## src/rtl/mod_pingpong_ctrl.sv

```systemverilog
// Ping-pong symbol bank controller: zero-latency write steering, reads start one cycle after Rd_Start.
// Backpressure: Stall holds the mapper while the write bank is FULL/READING; dropped symbols set sticky Overflow.
module mod_pingpong_ctrl #(
    parameter int ADDR_W  = 11,
    parameter int MAX_SYM = 1200
) (
    input  logic              CLK_PP,
    input  logic              RST_PP,
    input  logic              Sym_Valid,
    input  logic              Blk_Done,
    input  logic              Rd_Start,
    output logic              Wr_En,
    output logic              Wr_Bank,
    output logic [ADDR_W-1:0] Wr_Addr,
    output logic              Rd_En,
    output logic              Rd_Bank,
    output logic [ADDR_W-1:0] Rd_Addr,
    output logic              Rd_Last,
    output logic [ADDR_W-1:0] Rd_Len,
    output logic              Bank_Ready,
    output logic              Stall,
    output logic              Overflow
);

    typedef enum logic [1:0] {
        BANK_EMPTY,
        BANK_FILLING,
        BANK_FULL,
        BANK_READING
    } bank_st_t;

    localparam logic [ADDR_W-1:0] ADDR_ONE  = ADDR_W'(1);
    localparam logic [ADDR_W-1:0] ADDR_LAST = ADDR_W'(MAX_SYM - 1);

    bank_st_t          bank_st     [2];
    bank_st_t          bank_st_nxt [2];
    logic [ADDR_W-1:0] bank_len     [2];
    logic [ADDR_W-1:0] bank_len_nxt [2];

    logic              next_rd;
    logic              close_wr;
    logic              rd_go;
    logic              rd_release;
    logic [ADDR_W-1:0] close_len;
    logic [ADDR_W-1:0] rd_addr_inc;

    always_comb begin
        Stall       = (bank_st[Wr_Bank] == BANK_FULL) || (bank_st[Wr_Bank] == BANK_READING);
        Wr_En       = Sym_Valid && !Stall;
        // A write accepted in the closing cycle still counts toward the bank length.
        close_len   = Wr_En ? (Wr_Addr + ADDR_ONE) : Wr_Addr;
        close_wr    = (Wr_En && (Wr_Addr == ADDR_LAST)) ||
                      (Blk_Done && ((bank_st[Wr_Bank] == BANK_FILLING) || Wr_En));
        Bank_Ready  = (bank_st[next_rd] == BANK_FULL) && !Rd_En;
        rd_go       = Rd_Start && Bank_Ready;
        rd_release  = Rd_En && Rd_Last;
        rd_addr_inc = Rd_Addr + ADDR_ONE;
    end

    always_comb begin
        for (int b = 0; b < 2; b++) begin
            bank_st_nxt[b]  = bank_st[b];
            bank_len_nxt[b] = bank_len[b];
            if (Wr_Bank == 1'(b)) begin
                if (close_wr) begin
                    bank_st_nxt[b]  = BANK_FULL;
                    bank_len_nxt[b] = close_len;
                end else if (Wr_En && (bank_st[b] == BANK_EMPTY)) begin
                    bank_st_nxt[b] = BANK_FILLING;
                end
            end
            if (rd_go && (next_rd == 1'(b))) begin
                bank_st_nxt[b] = BANK_READING;
            end
            if (rd_release && (Rd_Bank == 1'(b))) begin
                bank_st_nxt[b] = BANK_EMPTY;
            end
        end
    end

    always_ff @(posedge CLK_PP) begin
        if (RST_PP) begin
            for (int b = 0; b < 2; b++) begin
                bank_st[b]  <= BANK_EMPTY;
                bank_len[b] <= '0;
            end
        end else begin
            for (int b = 0; b < 2; b++) begin
                bank_st[b]  <= bank_st_nxt[b];
                bank_len[b] <= bank_len_nxt[b];
            end
        end
    end

    always_ff @(posedge CLK_PP) begin
        if (RST_PP) begin
            Wr_Bank  <= 1'b0;
            Wr_Addr  <= '0;
            Overflow <= 1'b0;
        end else begin
            if (close_wr) begin
                Wr_Addr <= '0;
                Wr_Bank <= ~Wr_Bank;
            end else if (Wr_En) begin
                Wr_Addr <= Wr_Addr + ADDR_ONE;
            end
            if (Sym_Valid && Stall) begin
                Overflow <= 1'b1;
            end
        end
    end

    // Reader: one address per cycle; Rd_Last is precomputed so it lines up with the final Rd_En.
    always_ff @(posedge CLK_PP) begin
        if (RST_PP) begin
            next_rd <= 1'b0;
            Rd_En   <= 1'b0;
            Rd_Bank <= 1'b0;
            Rd_Addr <= '0;
            Rd_Last <= 1'b0;
            Rd_Len  <= '0;
        end else if (rd_go) begin
            next_rd <= ~next_rd;
            Rd_En   <= 1'b1;
            Rd_Bank <= next_rd;
            Rd_Addr <= '0;
            Rd_Len  <= bank_len[next_rd];
            Rd_Last <= (bank_len[next_rd] == ADDR_ONE);
        end else if (Rd_En) begin
            if (Rd_Last) begin
                Rd_En   <= 1'b0;
                Rd_Last <= 1'b0;
            end else begin
                Rd_Addr <= rd_addr_inc;
                Rd_Last <= (rd_addr_inc == (Rd_Len - ADDR_ONE));
            end
        end
    end

endmodule

```

## config.mk

```make
export PLATFORM = sky130hd
export DESIGN_NAME = mod_pingpong_ctrl
export DESIGN_NICKNAME = d
export VERILOG_FILES = /design/src/rtl/mod_pingpong_ctrl.sv
export SDC_FILE = /design/constraint.sdc
export NUM_CORES = 1
export LEC_CHECK = 0
export BUFFER_PORTS_ARGS = -buffer_cell sky130_fd_sc_hd__buf_4
export CORE_MARGIN = 4
export CORE_UTILIZATION = 50
export CTS_CLUSTER_DIAMETER = 80
export DETAILED_ROUTE_END_ITERATION = 8
export PLACE_DENSITY_LB_ADDON = 0.15
export REMOVE_ABC_BUFFERS = 1
export SLEW_MARGIN = 20
export SYNTH_ARGS = -nofsm -noshare
export SYNTH_HDL_FRONTEND = slang
export SYNTH_SLANG_ARGS = --single-unit
```

## constraint.sdc

```tcl
create_clock -name CLK_PP -period 2.1 [get_ports CLK_PP]
set_input_delay 0.315 -clock CLK_PP [delete_from_list [all_inputs] [get_ports CLK_PP]]
set_output_delay 0.315 -clock CLK_PP [all_outputs]
set_load 0.05 [all_outputs]
```

==> results.sh, run 1 <==
export IMPL_fill_cells=506
export IMPL_critPathCaptureType="register"
export IMPL_yosysTopAreaCellShare=0.271
export IMPL_yosys_warnings=0
export IMPL_grt_overflow=0
export IMPL_cp_required_ns=2.35
export IMPL_fin_ws_ns=0.0424
export IMPL_crit_path_cell_trace="ha_2 -> buf_4 -> nand3_1 -> xnor3_1 -> nor4_2 -> o221ai_1 -> o41ai_2"
export IMPL_synth_fa_ha_area_frac=0.0264
export IMPL_viasPerCell=5.44
export IMPL_n_antenna_cell=0
export IMPL_critPathLaunchType="register"
export IMPL_drt_pre_antenna_iters=4
export IMPL_fin_crit_sh=0.980
export IMPL_hold_class="input pin to register"
export IMPL_clock_skew_ns=0.0101
export IMPL_synth_cell_types=51
export IMPL_leakage_uw=0.00179
export IMPL_clk_pin_slew_ns=0.07
export IMPL_final_area_um2=4400
export IMPL_internal_power_uw=2840
export IMPL_comb_power_share=0.310
export IMPL_dr_total_vias=2715
export IMPL_rsz0062_at_grt="true"
export IMPL_fin_setup_tns_ns=0
export IMPL_die_h_um=89.5
export IMPL_power_switching_uw=1300
export IMPL_cp_max_fo=5
export IMPL_fin_crit_ns=2.06
export IMPL_syn_avg_cell_area_um2=9.92
export IMPL_wl_met1_um=3320
export IMPL_wl_met3_um=301
export IMPL_async_flop_share=0
export IMPL_wire_per_inst_um=15.4
export IMPL_max_stage_delay_ns=0.36
export IMPL_cts_root_buffer="clkbuf_8"
export IMPL_ys_seq_elements=67
export IMPL_slew_viol_final=0
export IMPL_place_congestion=0.875
export IMPL_ys_top_cells_by_count="nor2_1 (57), dfxtp_1 (45), edfxtp_1 (22)"
export IMPL_grt_pass1_vias=2675
export IMPL_dpl_hpwl_um=5650
export IMPL_pin_count=46
export IMPL_setup_viol=0
export IMPL_die_area_um2=8010
export IMPL_grt_util_all_layers=0.203
export IMPL_area_growth_pct=32.3
export IMPL_yosysTopAreaCell="dfxtp_1"
export IMPL_grt_pass1_wl_um=12400
export IMPL_wl_met2_um=3770
export IMPL_status="finished, final reports clean"
export IMPL_synth_simple_gate_area_frac=0.207
export IMPL_pwr_density_cell_nw_per_um2=941
export IMPL_fin_nets=429
export IMPL_ant_nets=0
export IMPL_synth_xor_area_share=0.130
export IMPL_highest_layer="met4"
export IMPL_dpl_instance_area_um2=4010
export IMPL_antenna_found_initial=0
export IMPL_clkPwrFrac=0.317
export IMPL_cts_num_sinks=67
export IMPL_cts_hold_buffers=0
export IMPL_ys_flop_type="dfxtp_1"
export IMPL_io_buffers=45
export IMPL_insertion_delay_ns=0.34
export IMPL_rows=29
export IMPL_yosysMostFrequentCell="nor2_1"
export IMPL_die_width_um=89.5
export IMPL_drc=0
export IMPL_relSlewSlack=0.692
export IMPL_cts_tree="done"
export IMPL_syn_inst=335
export IMPL_synth_area_top_cells="dfxtp_1 (27%), edfxtp_1 (20%), nor2_1 (6.4%)"
export IMPL_finalHoldViolCount=0
export IMPL_preCtsSetupSlack_ns=-0.236
export IMPL_coreArea_um2=6390
export IMPL_swShare=0.313
export IMPL_cts_htree_levels=3
export IMPL_synth_top_family_by_area="simple AND/OR/NAND/NOR gates"
export IMPL_criticalPathCategory="register to register"
export IMPL_slowest_stage="xnor3_1"
export IMPL_cap_violations=0
export IMPL_grt_start_max_net_pins=31
export IMPL_synthMuxAreaShare=0.0456
export IMPL_netlist_area_um2=3320
export IMPL_seqPwrFrac=0.373
export IMPL_clock_path_buffers=2
export IMPL_synth_edf_count=22
export IMPL_drtIter0Drc=127
export IMPL_routed_wl_um=7660
export IMPL_ir_worst_vdd_uv=648
export IMPL_cts_buffers=9
export IMPL_synth_compound_area_frac=0.0889
export IMPL_timing_hold_ws_ns=0.217
export IMPL_worst_slew_pin_slew_ns=0.463
export IMPL_arrival_ns=2.30
export IMPL_synth_seq_area_share=0.470
export IMPL_drive_above_1_share=0.315
export IMPL_start_util=0.520
export IMPL_timing_fmax_mhz=486
## final timing paths
check                           cells after the start  slack, ns        to  startpoint
worst max-delay path                                7       0.04   Rd_Last  Rd_Addr[0]
worst min-delay path                                3       0.22  Overflow   Sym_Valid
worst max register to register                      7       0.04   Rd_Last  Rd_Addr[0]
worst min register to register                      2       0.49  Overflow    Overflow
## power groups by stage
| stage | Clock, µW | Sequential (µW) | Combinational, µW |
|---|---|---|---|
| after CTS | 1340 | 1540 | 1210 |
| after detailed placement | 0 | 1560 | 1180 |
| final | 1310 | 1540 | 1280 |
| after global routing | 1400 | 1560 | 1380 |
| after global placement | 0 | 1560 | 1170 |
| after floorplan | 0 | 1720 | 625 |
## critical path: cells and delay by family (launching register included)
kind            cells  cell delay [ns]
buf+inv             1             0.13
flops               1             0.34
fa+ha+maj           1             0.19
simple gates        2             0.41
compound gates      2             0.55
xor+xnor            1             0.36
## layout by cell type (no fill, tap or decap), types with 2 or more instances in the layout
cell	instances
clkbuf_8	9
edfxtp_1	22
xor2_1	17
o21ai_0	2
nor2_1	56
dfxtp_1	42
inv_1	10
or2_2	3
dfxtp_2	3
ha_2	2
nand4_1	6
ha_1	5
nor4b_1	3
a211oi_1	15
nor3_2	3
a21oi_1	6
xnor3_1	3
nor4_1	5
nand2_1	14
and4_1	3
o21a_1	2
nand2b_1	2
clkinv_4	2
or2_4	3
buf_4	82
and3_1	4
o22ai_1	2
nor2b_1	2
bufinv_16	3
mux2i_1	14
xnor2_1	20
and2_1	2
nand3_1	10
nor3_1	10
## cell families (layout without fill, tap and decap cells)
group                    Yosys count  count (layout)
multiplexers                      15              15
adder cells (fa/ha/maj)            7               7
AND/OR/NAND/NOR                  137             138
buffers and inverters             27             113
AO/OA/AOI/OAI                     40              40
XOR/XNOR                          42              42
flip-flops                        67              67
## metal layers
layer,vias up,GRT usage
met5,-,0
met2,64,0.344
li1,1351,-
met1,1276,0.239
met4,0,0.124
met3,24,0.0350
## flip-flops by register name, indices dropped and copies added, names as in the netlist, named ones only
name      flops
Overflow      1
next_rd       1
Rd_Len       11
bank_len     22
bank_st       4
Rd_Addr      11
Rd_En         1
Wr_Addr      11
Rd_Last       1
Rd_Bank       1
Wr_Bank       1
## cell type report
class | instances | area [µm²] | area share
timing repair buffer | 85 | 662 | 0.151
multi-input combinational | 242 | 1780 | 0.404
sequential | 67 | 1570 | 0.356
inverter | 12 | 47.5 | 0.0108
tap | 77 | 96.3 | 0.0219
clock inverter | 7 | 124 | 0.0282
clock buffer | 9 | 124 | 0.0282
## timing repair
| item | CTS | global route |
|---|---|---|
| buffers inserted | 1 | 1 |
| resized for setup | 13 | 17 |
| pin swaps | 4 | 3 |
| endpoints found under the hold margin | 0 | 0 |
| cloned | 0 | 1 |
| endpoints found under the setup margin | 35 | 46 |
## through the flow
step	util	instances	total power (µW)
6_report	0.688	499	4140
5_1_grt	0.688	499	4340
4_1_cts	0.674	497	4080
3_5_place_dp	0.627	480	2750
3_3_place_gp	0.627	480	2730
2_1_floorplan	-	320	2350
Note: power is estimated with default switching activity, not from simulation.
==> inputs of run 2 (changes only) <==
--- a/config.mk
+++ b/config.mk
@@ -5,7 +5,7 @@
 export SDC_FILE = /design/constraint.sdc
 export NUM_CORES = 1
 export LEC_CHECK = 0
-export BUFFER_PORTS_ARGS = -buffer_cell sky130_fd_sc_hd__buf_4
+export BUFFER_PORTS_ARGS = -buffer_cell sky130_fd_sc_hd__buf_2
 export CORE_MARGIN = 4
 export CORE_UTILIZATION = 50
 export CTS_CLUSTER_DIAMETER = 80
==> results.sh, run 2 (synthesis gave the netlist of run 1 again) <==
export IMPL_antenna_found_initial=0
export IMPL_finalHoldViolCount=0
export IMPL_clk_pin_slew_ns=0.08
export IMPL_critPathCaptureType="register"
export IMPL_regMostFlops="bank_len"
export IMPL_grt_start_max_net_pins=31
export IMPL_grt_util_all_layers=0.197
export IMPL_io_buffers=45
export IMPL_start_util=0.520
export IMPL_rows=29
export IMPL_cts_tree="done"
export IMPL_insertion_delay_ns=0.34
export IMPL_fin_setup_tns_ns=0
export IMPL_worst_slew_pin_slew_ns=0.426
export IMPL_final_area_um2=4150
export IMPL_fill_cells=535
export IMPL_coreArea_um2=6390
export IMPL_dpl_instance_area_um2=3860
export IMPL_hold_class="input pin to register"
export IMPL_layout_commonest_cell="nor2_1"
export IMPL_die_width_um=89.5
export IMPL_dpl_hpwl_um=5420
export IMPL_dr_total_vias=2673
export IMPL_seq_area_um2=1570
export IMPL_viasPerCell=5.42
export IMPL_status="finished, final reports clean"
export IMPL_timing_fmax_mhz=496
export IMPL_cp_required_ns=2.36
export IMPL_slew_viol_final=0
export IMPL_slowest_stage="xnor3_1"
export IMPL_ir_worst_vdd_uv=514
export IMPL_cts_htree_levels=3
export IMPL_pwr_density_cell_nw_per_um2=891
export IMPL_n_antenna_cell=0
export IMPL_cap_violations=0
export IMPL_grt_pass1_wl_um=12100
export IMPL_clock_skew_ns=0.0122
export IMPL_cts_root_buffer="clkbuf_8"
export IMPL_place_congestion=0.894
export IMPL_dp_cells=476
export IMPL_cts_num_sinks=67
export IMPL_leakage_uw=0.00173
export IMPL_routed_wl_um=7320
export IMPL_drc=0
export IMPL_relSlewSlack=0.716
export IMPL_hold_path_startpoint="Sym_Valid"
export IMPL_setup_viol=0
export IMPL_die_h_um=89.5
export IMPL_die_area_um2=8010
export IMPL_cp_max_fo=5
export IMPL_drtIter0Drc=102
export IMPL_grt_pass1_vias=2581
export IMPL_fin_nets=423
export IMPL_fin_ws_ns=0.0825
export IMPL_fin_cells=493
export IMPL_wire_per_inst_um=14.8
export IMPL_fin_crit_sh=0.961
export IMPL_drt_pre_antenna_iters=4
export IMPL_clock_path_buffers=2
export IMPL_startpoint="Rd_Addr[0]"
export IMPL_rsz0062_at_grt="true"
export IMPL_criticalPathCategory="register to register"
export IMPL_drive_above_1_share=0.315
export IMPL_worstReg2RegStart="Rd_Addr[0]"
export IMPL_preCtsSetupSlack_ns=-0.106
export IMPL_critPathLaunchType="register"
export IMPL_ant_nets=0
export IMPL_largest_reg_flops=22
export IMPL_crit_path_cell_trace="ha_2 -> buf_6 -> nand3_1 -> xnor3_1 -> nor4_2 -> o221ai_1 -> o41ai_2"
export IMPL_fin_crit_ns=2.02
export IMPL_max_stage_delay_ns=0.36
export IMPL_pin_count=46
export IMPL_arrival_ns=2.27
export IMPL_grt_overflow=0
export IMPL_cts_buffers=9
export IMPL_final_cell_mix="nor2_1 (54), buf_2 (44), dfxtp_1 (42)"
export IMPL_cts_hold_buffers=0
export IMPL_multi_input_area_um2=1750
export IMPL_area_growth_pct=25.0
## run 2: worst paths after layout
path | slack, ns | depth (start not counted) | endpoint
min reg2reg | 0.48 | 2 | Overflow
max | 0.08 | 7 | Rd_Last
max reg2reg | 0.08 | 7 | Rd_Last
min | 0.21 | 3 | Overflow
## run 2: repair_timing
item,CTS,global route
setup endpoints to repair,16,46
buffers inserted,1,0
gates cloned,0,0
resized for setup,9,20
pin swaps,4,2
## run 2: where the power goes
group	total, µW	leakage (µW)	internal, µW	switching (µW)
registers	1530	0.000599	1460	75.6
clock network	1000	0.0000933	470	530
logic	1170	0.00104	513	656
## run 2: layout make-up
class                           count  share of cell area
Sequential cell                    67               0.377
Tap cell                           77              0.0232
Timing Repair Buffer               80               0.123
Clock buffer                       10              0.0331
Inverter                           12              0.0108
Multi-Input combinational cell    241               0.422
Clock inverter                      6              0.0114
## run 2: critical path, delay by kind of cell (launching register included)
kind	cells	cell delay (ns)
AOI/OAI and AO/OA	2	0.53
DFF	1	0.34
and+or+nand+nor	2	0.39
buffers and inverters	1	0.12
xor gates and xnor gates	1	0.36
adders and majority gates	1	0.19
## run 2: per-layer routing
metal,vias up,global-route usage,routed length (µm)
met5,-,0,0
met4,0,0.0582,68
met3,9,0.0553,357
met2,63,0.337,3690
met1,1256,0.241,3200
li1,1345,-,-
## run 2: stage by stage
step | total power [µW] | util | hold WS [ns]
3_3_place_gp | 2670 | 0.605 | 0.449
3_5_place_dp | 2680 | 0.605 | 0.459
2_1_floorplan | 2350 | - | 0.382
4_1_cts | 3710 | 0.639 | 0.199
6_report | 3700 | 0.650 | 0.210
5_1_grt | 3900 | 0.650 | 0.233
==> inputs of run 3 (changes only) <==
--- a/config.mk
+++ b/config.mk
@@ -6,8 +6,10 @@
 export NUM_CORES = 1
 export LEC_CHECK = 0
 export BUFFER_PORTS_ARGS = -buffer_cell sky130_fd_sc_hd__buf_2
+export CELL_PAD_IN_SITES_DETAIL_PLACEMENT = 0
+export CELL_PAD_IN_SITES_GLOBAL_PLACEMENT = 1
 export CORE_MARGIN = 4
-export CORE_UTILIZATION = 50
+export CORE_UTILIZATION = 44
 export CTS_CLUSTER_DIAMETER = 80
 export DETAILED_ROUTE_END_ITERATION = 8
 export PLACE_DENSITY_LB_ADDON = 0.15
==> constraint.sdc (replaced) <==
create_clock -name CLK_PP -period 2.2 [get_ports CLK_PP]
set_input_delay 0.33 -clock CLK_PP [delete_from_list [all_inputs] [get_ports CLK_PP]]
set_output_delay 0.33 -clock CLK_PP [all_outputs]
set_load 0.05 [all_outputs]
==> results.sh, run 3 (synthesis gave the netlist of run 1 again) <==
export IMPL_relSlewSlack=0.694
export IMPL_routed_wl_um=7380
export IMPL_rsz0062_at_grt="true"
export IMPL_dpl_instance_area_um2=3860
export IMPL_worst_path_buf_inv=1
export IMPL_worst_r2r_setup_slack_ns=0.08
export IMPL_ir_worst_vdd_uv=396
export IMPL_criticalPathCategory="register to register"
export IMPL_path_delay_family="simple AND/OR/NAND/NOR gates"
export IMPL_slew_viol_final=0
export IMPL_setup_viol=0
export IMPL_critPathCaptureType="register"
export IMPL_n_antenna_cell=0
export IMPL_fin_nets=418
export IMPL_max_stage_delay_ns=0.48
export IMPL_cap_violations=0
export IMPL_timing_hold_ws_ns=0.241
export IMPL_start_util=0.456
export IMPL_drt_pre_antenna_iters=4
export IMPL_crit_path_cell_trace="inv_1 -> ha_2 -> or4b_4 -> or2_4 -> xnor3_1 -> a2bb2oi_1 -> o41ai_2"
export IMPL_leakage_uw=0.00170
export IMPL_timing_fmax_mhz=471
export IMPL_fin_crit_ns=2.12
export IMPL_insertion_delay_ns=0.34
export IMPL_status="finished, final reports clean"
export IMPL_cts_num_sinks=67
export IMPL_grt_overflow=0
export IMPL_clk_pin_slew_ns=0.08
export IMPL_wire_per_inst_um=14.5
export IMPL_cts_tree="done"
export IMPL_post_cts_buffers=0
export IMPL_io_buffers=45
export IMPL_coreArea_um2=7290
export IMPL_pin_count=46
export IMPL_grt_util_all_layers=0.180
export IMPL_die_width_um=94.9
export IMPL_cp_max_fo=2
export IMPL_grt_pass1_vias=2647
export IMPL_dpl_hpwl_um=5590
export IMPL_drc=0
export IMPL_die_h_um=94.9
export IMPL_cts_hold_buffers=0
export IMPL_fin_crit_sh=0.965
export IMPL_final_cell_mix="nor2_1 (56), dfxtp_1 (44), buf_2 (44)"
export IMPL_critPathLaunchType="register"
export IMPL_cts_htree_levels=3
export IMPL_slowest_stage="or4b_4"
export IMPL_cts_root_buffer="clkbuf_8"
export IMPL_place_congestion=0.828
export IMPL_grt_pass1_wl_um=12400
export IMPL_clock_path_buffers=2
export IMPL_clock_skew_ns=0.00395
export IMPL_layout_commonest_cell="nor2_1"
export IMPL_cp_required_ns=2.44
export IMPL_pwr_density_cell_nw_per_um2=869
export IMPL_hold_class="input pin to register"
export IMPL_arrival_ns=2.37
export IMPL_area_growth_pct=24.3
export IMPL_dr_total_vias=2621
export IMPL_drive_above_1_share=0.280
export IMPL_regMostFlops="bank_len"
export IMPL_rows=31
export IMPL_worst_slew_pin_slew_ns=0.460
export IMPL_viasPerCell=5.14
export IMPL_antenna_found_initial=0
export IMPL_largest_reg_flops=22
export IMPL_finalHoldViolCount=0
export IMPL_drtIter0Drc=101
export IMPL_final_area_um2=4130
export IMPL_cts_buffers=9
export IMPL_die_area_um2=9010
export IMPL_fin_setup_tns_ns=0
export IMPL_ant_nets=0
export IMPL_grt_start_max_net_pins=31
## run 3: final timing paths
path | startpoint | depth (start not counted) | end
worst max register to register | Rd_Len[1] | 7 | Rd_Last
worst min register to register | Overflow | 2 | Overflow
worst max-delay path | Rd_Len[1] | 7 | Rd_Last
worst min-delay path | Sym_Valid | 3 | Overflow
## run 3: final cells by class
| class | count | area [µm²] |
|---|---|---|
| Tap cell | 99 | 124 |
| Clock buffer | 9 | 124 |
| Multi-Input combinational cell | 241 | 1730 |
| Clock inverter | 7 | 76.3 |
| Sequential cell | 67 | 1560 |
| Fill cell | 719 | 3160 |
| Inverter | 12 | 45.0 |
| Timing Repair Buffer | 75 | 465 |
## run 3: where the power goes
part           total, µW  leakage (µW)  internal [µW]  switching, µW
logic               1100       0.00100            474            623
registers           1470      0.000598           1390           76.1
clock network       1030     0.0000979            531            497
total               3590       0.00170           2390           1200
## run 3: tightest hold or removal path: stages
cell     delay [ns]
buf_2          0.09
a21oi_1        0.05
nor2_1         0.07
## run 3: what timing repair did
item / in CTS / in global routing
pin swaps: 3 / 1
endpoints found under the setup margin: 24 / 46
gates resized for setup: 6 / 12
hold endpoints to repair: 0 / 0
## run 3: through the flow
step	total power, µW	worst slack [ns]	util	cells
floorplan	2240	-1.23	-	320
finish	3590	0.0759	0.567	510
global placement	2540	-0.108	0.530	494
detailed placement	2550	-0.142	0.530	494
CTS	3600	0.00671	0.560	510
global route	3800	-0.0551	0.567	510
## run 3: per-layer routing
| layer | part of all wire | routed length (µm) | up-vias | GRT usage |
|---|---|---|---|---|
| li1 | - | - | 1333 | - |
| met1 | 0.45 | 3310 | 1208 | 0.216 |
| met2 | 0.48 | 3510 | 61 | 0.294 |
| met3 | 0.042 | 313 | 19 | 0.0502 |
| met4 | 0.033 | 245 | 0 | 0.0938 |
| met5 | 0 | 0 | - | 0 |
